**config.mk**
```make
export PLATFORM = sky130hd
export DESIGN_NAME = fetch
export DESIGN_NICKNAME = d
export VERILOG_FILES = /design/src/rtl/fetch_pkg.sv /design/src/rtl/fetch_queue.sv /design/src/rtl/fetch.sv
export SDC_FILE = /design/constraint.sdc
export NUM_CORES = 1
export LEC_CHECK = 0
export ABC_AREA = 0
export CORE_MARGIN = 4
export CORE_UTILIZATION = 45
export DETAILED_ROUTE_END_ITERATION = 10
export GPL_TIMING_DRIVEN = 0
export PLACE_DENSITY = 0.82
export SLEW_MARGIN = 20
export SYNTH_ARGS = -nofsm -noshare
export SYNTH_HDL_FRONTEND = slang
export SYNTH_SLANG_ARGS = --single-unit
```
**constraint.sdc**
```tcl
create_clock -name clk -period 7.1 [get_ports clk]
set_input_delay 1.42 -clock clk [delete_from_list [all_inputs] [get_ports clk]]
set_output_delay 1.42 -clock clk [all_outputs]
set_load 0.01 [all_outputs]
```
**src/rtl/fetch_pkg.sv**
```systemverilog
// Shared fetch-stage types and instruction-encoding constants.
package constant;

    localparam logic [3:0] OP_SPECIAL = 4'hF;
    localparam logic [3:0] FUNC_NOOP  = 4'h0;

    typedef enum logic [1:0] {
        ST_IDLE = 2'd0,
        ST_RUN  = 2'd1,
        ST_HALT = 2'd2
    } fetch_state_t;

    typedef struct packed {
        logic [31:0] pc;
        logic [31:0] inst;
    } fetch_entry_t;

    function automatic logic is_stop(input logic [31:0] inst);
        return (inst[31:28] == OP_SPECIAL) && (inst[3:0] == FUNC_NOOP);
    endfunction

endpackage

```
**src/rtl/fetch_queue.sv**
```systemverilog
// Two-entry FIFO of {pc, inst}; flush empties it and dominates push/pop.
module fetch_queue
    import constant::*;
(
    input  logic         clk,
    input  logic         rstn,
    input  logic         push,
    input  logic         pop,
    input  logic         flush,
    input  fetch_entry_t wdata,
    output fetch_entry_t rdata,
    output logic [1:0]   count
);

    fetch_entry_t mem_q [2];
    logic         wr_ptr_q;
    logic         rd_ptr_q;
    logic [1:0]   count_q;
    logic [1:0]   count_d;
    logic         do_push;
    logic         do_pop;

    assign do_pop  = pop && !flush && (count_q != 2'd0);
    assign do_push = push && !flush && ((count_q != 2'd2) || do_pop);

    always_comb begin
        count_d = count_q;
        if (do_push && !do_pop) begin
            count_d = count_q + 2'd1;
        end else if (do_pop && !do_push) begin
            count_d = count_q - 2'd1;
        end
    end

    // Storage is cleared on reset so the head reads as zero straight out of reset.
    always_ff @(posedge clk) begin
        if (!rstn) begin
            for (int i = 0; i < 2; i++) begin
                mem_q[i] <= '0;
            end
        end else if (do_push) begin
            mem_q[wr_ptr_q] <= wdata;
        end
    end

    always_ff @(posedge clk) begin
        if (!rstn || flush) begin
            wr_ptr_q <= 1'b0;
            rd_ptr_q <= 1'b0;
            count_q  <= 2'd0;
        end else begin
            if (do_push) begin
                wr_ptr_q <= ~wr_ptr_q;
            end
            if (do_pop) begin
                rd_ptr_q <= ~rd_ptr_q;
            end
            count_q <= count_d;
        end
    end

    assign rdata = mem_q[rd_ptr_q];
    assign count = count_q;

endmodule

```
**src/rtl/fetch.sv**
```systemverilog
// Instruction fetch: sequential PC into a 1-cycle BRAM, 2-entry response queue,
// redirects from decode/execute, and halt on an accepted stop instruction.
module fetch
    import constant::*;
#(
    parameter logic [31:0] RESET_PC = 32'h0,
    parameter int          IMEM_AW  = 14
) (
    input  logic               clk,
    input  logic               rstn,
    input  logic               start,
    output logic               imem_en,
    output logic [IMEM_AW-1:0] imem_addr,
    input  logic [31:0]        imem_data,
    output logic               f_valid,
    input  logic               f_ready,
    output logic [31:0]        f_pc,
    output logic [31:0]        f_inst,
    input  logic               dec_redirect,
    input  logic [31:0]        dec_target,
    input  logic               ex_redirect,
    input  logic [31:0]        ex_target,
    output logic               halted
);

    fetch_state_t state_q;
    logic [31:0]  fetch_pc_q;
    logic [31:0]  issued_pc_q;
    logic         inflight_q;

    fetch_entry_t head;
    fetch_entry_t push_entry;
    logic [1:0]   q_count;
    logic [2:0]   occupancy;
    logic         run;
    logic         pop;
    logic         ex_take;
    logic         dec_take;
    logic         stop_take;
    logic         flush;
    logic         issue;
    logic         push;

    assign run       = (state_q == ST_RUN);
    assign f_valid   = (q_count != 2'd0);
    assign pop       = f_valid && f_ready;

    // Execute redirect outranks both the decode redirect and a stop being accepted.
    assign ex_take   = run && ex_redirect;
    assign dec_take  = run && pop && dec_redirect && !ex_redirect;
    assign stop_take = run && pop && is_stop(head.inst) && !ex_redirect && !dec_redirect;
    assign flush     = ex_take || dec_take || stop_take;

    // Slots already claimed once this cycle's pop and in-flight response settle.
    assign occupancy = {1'b0, q_count} + {2'b00, inflight_q} - {2'b00, pop};
    assign issue     = run && !flush && (occupancy < 3'd2);
    assign push      = inflight_q && !flush;

    assign push_entry = '{pc: issued_pc_q, inst: imem_data};

    fetch_queue u_queue (
        .clk   (clk),
        .rstn  (rstn),
        .push  (push),
        .pop   (pop),
        .flush (flush),
        .wdata (push_entry),
        .rdata (head),
        .count (q_count)
    );

    always_ff @(posedge clk) begin
        if (!rstn) begin
            state_q     <= ST_IDLE;
            fetch_pc_q  <= RESET_PC;
            issued_pc_q <= '0;
            inflight_q  <= 1'b0;
        end else begin
            inflight_q <= issue;
            if (issue) begin
                issued_pc_q <= fetch_pc_q;
                fetch_pc_q  <= fetch_pc_q + 32'd4;
            end
            unique case (state_q)
                ST_IDLE: begin
                    if (start) begin
                        state_q    <= ST_RUN;
                        fetch_pc_q <= RESET_PC;
                    end
                end
                ST_HALT: begin
                    if (start) begin
                        state_q <= ST_RUN;
                    end
                end
                ST_RUN: begin
                    if (ex_take) begin
                        fetch_pc_q <= ex_target & ~32'd3;
                    end else if (dec_take) begin
                        fetch_pc_q <= dec_target & ~32'd3;
                    end else if (stop_take) begin
                        state_q    <= ST_HALT;
                        fetch_pc_q <= head.pc + 32'd4;
                    end
                end
                default: state_q <= ST_IDLE;
            endcase
        end
    end

    assign imem_en   = issue;
    assign imem_addr = fetch_pc_q[IMEM_AW+1:2];
    assign f_pc      = head.pc;
    assign f_inst    = head.inst;
    assign halted    = (state_q == ST_HALT);

endmodule

```
==> report_table.html, run 1 <==
<table>
<tr><th>Metric</th><th>Value</th></tr>
<tr><th colspan="2">Drt</th></tr>
<tr><td>Total number of vias</td><td>8917</td></tr>
<tr><td>Routed vias/inst</td><td>5.76</td></tr>
<tr><td>Antenna viol nets, final</td><td>0</td></tr>
<tr><td>Residual DRC count</td><td>0</td></tr>
<tr><td>Wire length on met3</td><td>between 3000 and 4000 um</td></tr>
<tr><td>Detail-routed net length per standard cell</td><td>~21 um</td></tr>
<tr><td>Pre-Repair DR Iteration Count</td><td>6</td></tr>
<tr><td>Uppermost routed layer</td><td>met4</td></tr>
<tr><td>Met2 wire length</td><td>about 15000 um</td></tr>
<tr><td>Total routed wirelength</td><td>roughly 33000 um</td></tr>
<tr><td>DRC marker count from the first detailed-route iteration</td><td>1065</td></tr>
<tr><td>Metal-1 WL</td><td>~13000 um</td></tr>
<tr><th colspan="2">Logic synthesis</th></tr>
<tr><td>Ys Warns</td><td>0</td></tr>
<tr><td>Largest area contributor in the synthesized netlist</td><td>edfxtp_1</td></tr>
<tr><td>Yosys cell types</td><td>73</td></tr>
<tr><td>Synth top area share</td><td>0.359</td></tr>
<tr><td>Commonest cells post-synth</td><td>131 x and2_1, 128 x edfxtp_1, 121 x nand2_1, 72 x dfxtp_1, 48 x mux2_2</td></tr>
<tr><td>Number of instances in the synthesized netlist</td><td>slightly above 1000</td></tr>
<tr><td>Fraction of registers with async set or reset after synthesis</td><td>0</td></tr>
<tr><td>Mean instance size in the synthesized netlist</td><td>around 11 sq um</td></tr>
<tr><td>Most frequent cell after synthesis</td><td>and2_1</td></tr>
<tr><td>Most used flip-flop cell after synthesis</td><td>edfxtp_1</td></tr>
<tr><td>Seq/Total Area, Yosys</td><td>0.494</td></tr>
<tr><td>Total standard cell area after synthesis</td><td>approximately 0.011 sq mm</td></tr>
<tr><td>Syn Nets</td><td>between 1000 and 1500</td></tr>
<tr><td>Number of enable-type register cells in the synthesized netlist</td><td>roughly 130</td></tr>
<tr><td>Number of register bits inferred by synthesis</td><td>200</td></tr>
<tr><td>Leading post-synthesis cells by cell area</td><td>edfxtp_1 36%, dfxtp_1 13%, and2_1 7.7%</td></tr>
<tr><th colspan="2">Critical path</th></tr>
<tr><td>Largest fanout of any net on the critical path</td><td>10</td></tr>
<tr><td>Critical setup path kind</td><td>in2out</td></tr>
<tr><td>Data arrival time at the worst-slack endpoint</td><td>5.12 ns</td></tr>
<tr><td>Endpoint required time on the critical path</td><td>around 5.7 ns</td></tr>
<tr><td>Setup crit start kind</td><td>primary input</td></tr>
<tr><td>Endpoint class of the critical path</td><td>output pin</td></tr>
<tr><th colspan="2">Clock network</th></tr>
<tr><td>Clock Sinks</td><td>200</td></tr>
<tr><td>Number of resized instances in the post-cts repair step</td><td>0</td></tr>
<tr><td>Later-pin clock latency in the skew report</td><td>roughly 0.44 ns</td></tr>
<tr><td>H-tree depth</td><td>4</td></tr>
<tr><td>Clock-pin slew of the registers on the worst-case setup and hold paths</td><td>approximately 0.070 ns</td></tr>
<tr><td>Max Root-Sink Buffers</td><td>2</td></tr>
<tr><td>Hold Buf Count CTS</td><td>0</td></tr>
<tr><td>CTS tree</td><td>built</td></tr>
<tr><td>Number of CTS-inserted buffers</td><td>17</td></tr>
<tr><td>Clock Tree Root</td><td>clkbuf_16</td></tr>
<tr><td>Setup Buffers After CTS</td><td>0</td></tr>
<tr><th colspan="2">Min path</th></tr>
<tr><td>Hold Crit Class</td><td>reg2reg</td></tr>
<tr><th colspan="2">Floorplan</th></tr>
<tr><td>Die height</td><td>between 150 and 200 um</td></tr>
<tr><td>Area of the die</td><td>roughly 0.026 sq mm</td></tr>
<tr><td>Io pins</td><td>183</td></tr>
<tr><td>Effective utilization at floorplan</td><td>0.456</td></tr>
<tr><td>Area of the core</td><td>0.0235 sq mm</td></tr>
<tr><td>Horiz. Die Dim</td><td>roughly 160 um</td></tr>
<tr><td>Row count</td><td>56</td></tr>
<tr><th colspan="2">Layout</th></tr>
<tr><td>Nets</td><td>about 1300</td></tr>
<tr><td>Antenna Diode Count</td><td>0</td></tr>
<tr><td>Filler Cells Inserted</td><td>1915</td></tr>
<tr><td>Area growth from synthesis to layout</td><td>28.0%</td></tr>
<tr><td>Share of cells above drive strength 1</td><td>0.132</td></tr>
<tr><th colspan="2">STA</th></tr>
<tr><td>Final Hold Viols</td><td>0</td></tr>
<tr><td>Worst slew margin relative to its limit</td><td>0.297</td></tr>
<tr><td>Highest clock frequency the design can meet</td><td>approximately 0.15 GHz</td></tr>
<tr><td>Ratio of final minimum period to clock period</td><td>0.921</td></tr>
<tr><td>Worst-Margin Slew</td><td>1.05 ns</td></tr>
<tr><td>Worst Hold Slack</td><td>~0.47 ns</td></tr>
<tr><td>Fin Clk Skew</td><td>0.0137 ns</td></tr>
<tr><td>Setup violators final</td><td>0</td></tr>
<tr><td>Unrepaired setup endpoints after global routing</td><td>false</td></tr>
<tr><td>Count of pins over their slew limit</td><td>0</td></tr>
<tr><td>Min Tclk post-route</td><td>between 6 and 7 ns</td></tr>
<tr><th colspan="2">Run status</th></tr>
<tr><td>Outcome</td><td>complete, no violations</td></tr>
<tr><th colspan="2">Power</th></tr>
<tr><td>Static leakage</td><td>~5.0 nW</td></tr>
<tr><td>Overall power after layout</td><td>2.97 mW</td></tr>
<tr><td>VDD IR-drop max</td><td>0.179 mV</td></tr>
<tr><td>Power per unit of standard cell area</td><td>~220 mW/mm^2</td></tr>
<tr><th colspan="2">GRT</th></tr>
<tr><td>First-pass GRT wire length</td><td>approximately 50000 um</td></tr>
<tr><td>Global Route Usage Sum</td><td>0.249</td></tr>
<tr><td>Number of global-route vias before repair</td><td>a little under 9000</td></tr>
<tr><td>Number of antenna violations at the first check in global routing</td><td>0</td></tr>
<tr><td>Overflow left after global routing</td><td>0</td></tr>
<tr><td>Maximum number of pins on one net before global-route repair</td><td>24</td></tr>
<tr><th colspan="2">Placed design</th></tr>
<tr><td>Routability-driven placement congestion ratio</td><td>between 0.9 and 1</td></tr>
<tr><td>Buffers on Ports</td><td>~180</td></tr>
<tr><td>Detailed placer's ending HPWL</td><td>between 20000 and 25000 um</td></tr>
<tr><th colspan="2">Flow run</th></tr>
<tr><td>Maxcap violations</td><td>0</td></tr>
</table>
-- layout by cell type (no fill, tap or decap), types with 6 or more instances in the layout --
cell type / count
nand2b_1: 8
mux2_2: 48
o21ai_0: 32
nor2b_1: 11
xnor2_1: 33
nor2_1: 34
nand3_1: 31
and3_1: 9
a22oi_1: 9
o21a_1: 6
clkbuf_1: 28
mux2i_1: 14
clkdlybuf4s50_1: 178
clkbuf_16: 17
nand2_1: 121
and2_1: 131
buf_16: 6
a221oi_1: 6
xor2_1: 30
inv_1: 23
o221ai_1: 14
nor3_1: 14
a21boi_0: 33
a21oi_1: 27
buf_4: 20
nand4_1: 22
dfxtp_1: 72
edfxtp_1: 128
buf_2: 16
-- flip-flops by register name, indices dropped and copies added, names as in the netlist, named ones only --
register,count
issued_pc_q,32
u_queue.rd_ptr_q,1
fetch_pc_q,32
u_queue.mem_q,128
inflight_q,1
u_queue.wr_ptr_q,1
u_queue.count,2
state_q,2
-- final timing paths --
path / start / to / slack (ns) / cells after the start
max reg2reg: flop / fetch_pc_q[26] / 2.65 / 15
min: issued_pc_q[28] / issued_pc_q[28] / 0.47 / 2
min reg2reg: issued_pc_q[28] / issued_pc_q[28] / 0.47 / 2
max: f_ready / imem_en / 0.56 / 13
-- cell type report --
type | instances | area (sq um) | area share
inverter | 23 | 86.3 | 0.00630
timing repair buffer | 184 | 1950 | 0.142
clock buffer | 18 | 429 | 0.0313
clock inverter | 14 | 198 | 0.0144
tap | 319 | 399 | 0.0291
buffer | 72 | 415 | 0.0303
multi-input combinational | 719 | 4940 | 0.361
sequential | 200 | 5290 | 0.386
-- critical path, stage by stage --
cell	delay (ns)
clkdlybuf4s50_1	0.51
o21a_1	0.26
ha_1	0.27
nand2b_1	0.16
fa_1	0.38
xnor2_1	0.32
and4_1	0.26
buf_4	0.20
nand2_1	0.10
inv_1	0.08
buf_2	0.26
buf_2	0.30
clkdlybuf4s50_1	0.58
-- stage by stage --
step	setup WS [ns]	utilization	cells	TNS, ns	area, sq um
finish	0.559	0.584	1549	0	13700
global route	0.427	0.584	1549	0	13700
CTS	0.636	0.584	1549	0	13700
detailed placement	0.663	0.557	1517	0	13100
global placement	-4.08	0.549	1511	-517.39	12900
floorplan	-0.343	-	1014	-43.95	10700
-- power breakdown --
part | internal, mW | switching [mW] | total (mW)
clock network | 0.543 | 0.478 | 1.02
logic | 0.294 | 0.331 | 0.625
registers | 1.29 | 0.0328 | 1.32
total | 2.12 | 0.841 | 2.97
-- logic make-up (layout without fill, tap and decap cells) --
kind of cell | after synthesis | in the layout | share of synthesized area
simple gates | 417 | 417 | 0.220
mux | 62 | 62 | 0.0636
xor+xnor | 63 | 63 | 0.0515
fa+ha+maj | 5 | 5 | 0.00654
buf+inv | 95 | 311 | 0.0469
compound gates | 172 | 172 | 0.118
flops | 200 | 200 | 0.494
-- metal layers --
metal,global-route usage,up-vias
met5,0,-
met4,0.0961,0
met3,0.0558,80
met2,0.399,545
met1,0.332,4275
li1,-,4017
No activity file was read; power rests on OpenSTA's default activity.
==> run 2: changes to the inputs <==
--- a/config.mk
+++ b/config.mk
@@ -10,8 +10,8 @@
 export CORE_UTILIZATION = 45
 export DETAILED_ROUTE_END_ITERATION = 10
 export GPL_TIMING_DRIVEN = 0
-export PLACE_DENSITY = 0.82
-export SLEW_MARGIN = 20
+export PLACE_DENSITY = 0.72
+export SLEW_MARGIN = 15
 export SYNTH_ARGS = -nofsm -noshare
 export SYNTH_HDL_FRONTEND = slang
 export SYNTH_SLANG_ARGS = --single-unit
==> run 2 against run 1 <==
  * Worst hold slack improved by 0.0013 ns
  * Combinational power fell by 0.6%
  * Total power is 1.7% lower
  * Largest power group unchanged
==> report_table.html, run 2 (synthesis gave the netlist of run 1 again) <==
<table>
<tr><th>Metric</th><th>Value</th></tr>
<tr><th colspan="2">Run status</th></tr>
<tr><td>Outcome</td><td>complete, no violations</td></tr>
<tr><th colspan="2">Power</th></tr>
<tr><td>Seq pwr share</td><td>0.452</td></tr>
<tr><td>Fraction of power consumed by combinational cells</td><td>0.213</td></tr>
<tr><td>Fraction of power spent switching nets</td><td>0.286</td></tr>
<tr><td>Power per unit of standard cell area</td><td>approximately 210 mW/mm^2</td></tr>
<tr><td>Share of total power in the clock network</td><td>0.335</td></tr>
<tr><td>VDD IR-drop max</td><td>roughly 0.17 mV</td></tr>
<tr><td>Overall power after layout</td><td>between 2 and 3 mW</td></tr>
<tr><td>Switching power summed over all nets</td><td>0.834 mW</td></tr>
<tr><td>Static leakage</td><td>4.96 nW</td></tr>
<tr><td>Pint</td><td>between 2 and 2.5 mW</td></tr>
<tr><th colspan="2">Layout</th></tr>
<tr><td>Filler Cells Inserted</td><td>between 1500 and 2000</td></tr>
<tr><td>Max FFs per register</td><td>128</td></tr>
<tr><td>Area growth from synthesis to layout</td><td>27.4%</td></tr>
<tr><td>Regs by FF count</td><td>u_queue.mem_q: 128 flops, fetch_pc_q: 32 flops, issued_pc_q: 32 flops</td></tr>
<tr><td>Share of cells above drive strength 1</td><td>0.131</td></tr>
<tr><td>Most flop-heavy register</td><td>u_queue.mem_q</td></tr>
<tr><td>Nets</td><td>1324</td></tr>
<tr><td>Antenna Diode Count</td><td>0</td></tr>
<tr><td>Most frequent standard cell in the layout excluding fill and tap cells</td><td>clkdlybuf4s50_1</td></tr>
<tr><td>Commonest cells after routing, fill and taps aside</td><td>178 x clkdlybuf4s50_1, 131 x and2_1, 128 x edfxtp_1</td></tr>
<tr><th colspan="2">STA</th></tr>
<tr><td>Highest clock frequency the design can meet</td><td>between 0.15 and 0.2 GHz</td></tr>
<tr><td>Worst-Margin Slew</td><td>about 1 ns</td></tr>
<tr><td>Worst Hold Slack</td><td>0.471 ns</td></tr>
<tr><td>Final Hold Viols</td><td>0</td></tr>
<tr><td>Unrepaired setup endpoints after global routing</td><td>false</td></tr>
<tr><td>Fin Clk Skew</td><td>around 0.011 ns</td></tr>
<tr><td>Worst slew margin relative to its limit</td><td>0.344</td></tr>
<tr><td>Setup violators final</td><td>0</td></tr>
<tr><td>Count of pins over their slew limit</td><td>0</td></tr>
<tr><td>Ratio of final minimum period to clock period</td><td>0.914</td></tr>
<tr><td>Min Tclk post-route</td><td>6.49 ns</td></tr>
<tr><th colspan="2">Clock network</th></tr>
<tr><td>Hold Buf Count CTS</td><td>0</td></tr>
<tr><td>Max Root-Sink Buffers</td><td>2</td></tr>
<tr><td>Later-pin clock latency in the skew report</td><td>around 0.45 ns</td></tr>
<tr><td>Clock Sinks</td><td>200</td></tr>
<tr><td>Clock Tree Root</td><td>clkbuf_16</td></tr>
<tr><td>Number of CTS-inserted buffers</td><td>17</td></tr>
<tr><td>Setup Buffers After CTS</td><td>0</td></tr>
<tr><td>CTS tree</td><td>built</td></tr>
<tr><td>H-tree depth</td><td>4</td></tr>
<tr><td>Clock-pin slew of the registers on the worst-case setup and hold paths</td><td>0.07 ns</td></tr>
<tr><td>Number of resized instances in the post-cts repair step</td><td>0</td></tr>
<tr><th colspan="2">Drt</th></tr>
<tr><td>Pre-Repair DR Iteration Count</td><td>6</td></tr>
<tr><td>DRC marker count from the first detailed-route iteration</td><td>between 800 and 900</td></tr>
<tr><td>Residual DRC count</td><td>0</td></tr>
<tr><td>Routed vias/inst</td><td>about 5.6</td></tr>
<tr><td>Total number of vias</td><td>8703</td></tr>
<tr><td>Detail-routed net length per standard cell</td><td>about 21 um</td></tr>
<tr><td>Total routed wirelength</td><td>~33000 um</td></tr>
<tr><td>Antenna viol nets, final</td><td>0</td></tr>
<tr><th colspan="2">Critical path</th></tr>
<tr><td>Setup slack of the most critical reg-to-reg path</td><td>between 2 and 3 ns</td></tr>
<tr><td>Crit path buf inv count</td><td>6</td></tr>
<tr><td>Endpoint class of the critical path</td><td>output pin</td></tr>
<tr><td>Worst path slowest cell</td><td>clkdlybuf4s50_1</td></tr>
<tr><td>Register-to-Register Path Depth</td><td>15</td></tr>
<tr><td>Data arrival time at the worst-slack endpoint</td><td>a little over 5 ns</td></tr>
<tr><td>Endpoint required time on the critical path</td><td>5.68 ns</td></tr>
<tr><td>Setup crit start kind</td><td>primary input</td></tr>
<tr><td>Ordered cell list for the critical path</td><td>clkdlybuf4s50_1 -&gt; o21a_1 -&gt; ha_1 -&gt; nand2b_1 -&gt; fa_1 -&gt; xnor2_1 -&gt; and4_1 -&gt; buf_4 -&gt; nand2_1 -&gt; inv_1 -&gt; buf_2 -&gt; buf_2 -&gt; clkdlybuf4s50_1</td></tr>
<tr><td>RR Endpoint</td><td>fetch_pc_q[16]</td></tr>
<tr><td>Peak per-stage delay on the critical path</td><td>between 0.5 and 0.6 ns</td></tr>
<tr><td>Category of cells accounting for the largest share of critical-path delay</td><td>buffers and inverters</td></tr>
<tr><td>Largest fanout of any net on the critical path</td><td>10</td></tr>
<tr><td>Critical setup path kind</td><td>in2out</td></tr>
<tr><th colspan="2">Min path</th></tr>
<tr><td>Worst Hold Launch</td><td>issued_pc_q[4]</td></tr>
<tr><td>End point of the most critical hold path</td><td>issued_pc_q[4]</td></tr>
<tr><td>Hold Crit Class</td><td>reg2reg</td></tr>
<tr><td>Hold path depth</td><td>2</td></tr>
<tr><th colspan="2">Placed design</th></tr>
<tr><td>Buffers on Ports</td><td>roughly 180</td></tr>
<tr><td>Routability-driven placement congestion ratio</td><td>between 0.9 and 1</td></tr>
<tr><td>Detailed placer's ending HPWL</td><td>~25000 um</td></tr>
<tr><th colspan="2">Flow run</th></tr>
<tr><td>Maxcap violations</td><td>0</td></tr>
<tr><th colspan="2">Floorplan</th></tr>
<tr><td>Row count</td><td>between 50 and 60</td></tr>
<tr><td>Effective utilization at floorplan</td><td>0.456</td></tr>
<tr><td>Io pins</td><td>between 150 and 200</td></tr>
<tr><td>Area of the die</td><td>between 0.02 and 0.03 sq mm</td></tr>
<tr><td>Horiz. Die Dim</td><td>roughly 160 um</td></tr>
<tr><td>Area of the core</td><td>between 0.02 and 0.025 sq mm</td></tr>
<tr><td>Die height</td><td>between 150 and 200 um</td></tr>
<tr><th colspan="2">GRT</th></tr>
<tr><td>Global Route Usage Sum</td><td>0.248</td></tr>
<tr><td>Number of antenna violations at the first check in global routing</td><td>1</td></tr>
<tr><td>First-pass GRT wire length</td><td>just under 50000 um</td></tr>
<tr><td>Overflow left after global routing</td><td>0</td></tr>
<tr><td>Number of global-route vias before repair</td><td>between 8000 and 9000</td></tr>
<tr><td>Maximum number of pins on one net before global-route repair</td><td>25</td></tr>
</table>
[run 2: cell count changes in the layout (fill, tap and decap cells not counted)]
cell / before / now
buf_12: 0 / 2
buf_16: 6 / 4
bufinv_16: 2 / 1
clkbuf_1: 28 / 29
clkinv_4: 1 / 2
clkinv_8: 3 / 1
clkinvlp_4: 0 / 1
[run 2: area by class of cell]
class,count,area [sq um],share of cell area
inverters,23,86.3,0.00633
flip-flops and latches,200,5290,0.387
clock buffers,19,433,0.0317
plain buffers,72,415,0.0304
clock inverters,13,151,0.0111
well taps,319,399,0.0292
repair buffers,184,1930,0.142
multi-input cells,719,4940,0.362
[run 2: worst reg2reg max path, cell delays in order (launching register included)]
cell and delay (ns):
dfxtp_1 0.41, buf_6 0.20, buf_6 0.19, buf_2 0.33
buf_2 0.35, buf_2 0.34, buf_2 0.33, mux2_2 0.21
ha_1 0.24, nand4b_1 0.19, o22ai_2 0.51, nand4_1 0.19
xnor2_1 0.54, o21ai_0 0.16, a21oi_1 0.17, o21a_1 0.11
[run 2: per-layer routing]
metal,vias to the layer above,GRT usage,part of all wire
met5,-,0,0.00040
met2,406,0.394,0.46
li1,4029,-,-
met1,4178,0.332,0.41
met4,2,0.0892,0.035
met3,88,0.0589,0.094
[run 2: worst max path at each step]
| stage | to | cells past startpoint | startpoint | slack (ns) |
|---|---|---|---|---|
| 6_report | imem_en | 13 | f_ready | 0.61 |
| 4_1_cts | imem_en | 13 | f_ready | 0.68 |
| 3_5_place_dp | imem_en | 13 | f_ready | 0.69 |
| 2_1_floorplan | u_queue.mem_q[0][0] | 6 | f_ready | -0.34 |
| 3_3_place_gp | u_queue.mem_q[0][50] | 7 | f_ready | -3.99 |
| 5_1_grt | imem_en | 13 | f_ready | 0.49 |
[run 2: power by group through the flow]
stage	Combinational, mW	Clock [mW]	Sequential (mW)
floorplan	0.316	0	1.34
global placement	0.597	0	1.36
detailed placement	0.616	0	1.35
CTS	0.621	0.981	1.32
global route	0.657	1.03	1.33
finish	0.621	0.976	1.32
[run 2: metrics by stage]
step | setup TNS (ns) | setup WS (ns) | cells | instance area (sq um) | utilization
2_1_floorplan | -43.95 | -0.343 | 1014 | 10700 | -
3_3_place_gp | -508.46 | -3.99 | 1511 | 12900 | 0.549
3_5_place_dp | 0 | 0.688 | 1517 | 13100 | 0.557
4_1_cts | 0 | 0.684 | 1549 | 13600 | 0.581
5_1_grt | 0 | 0.494 | 1549 | 13600 | 0.581
6_report | 0 | 0.611 | 1549 | 13600 | 0.581
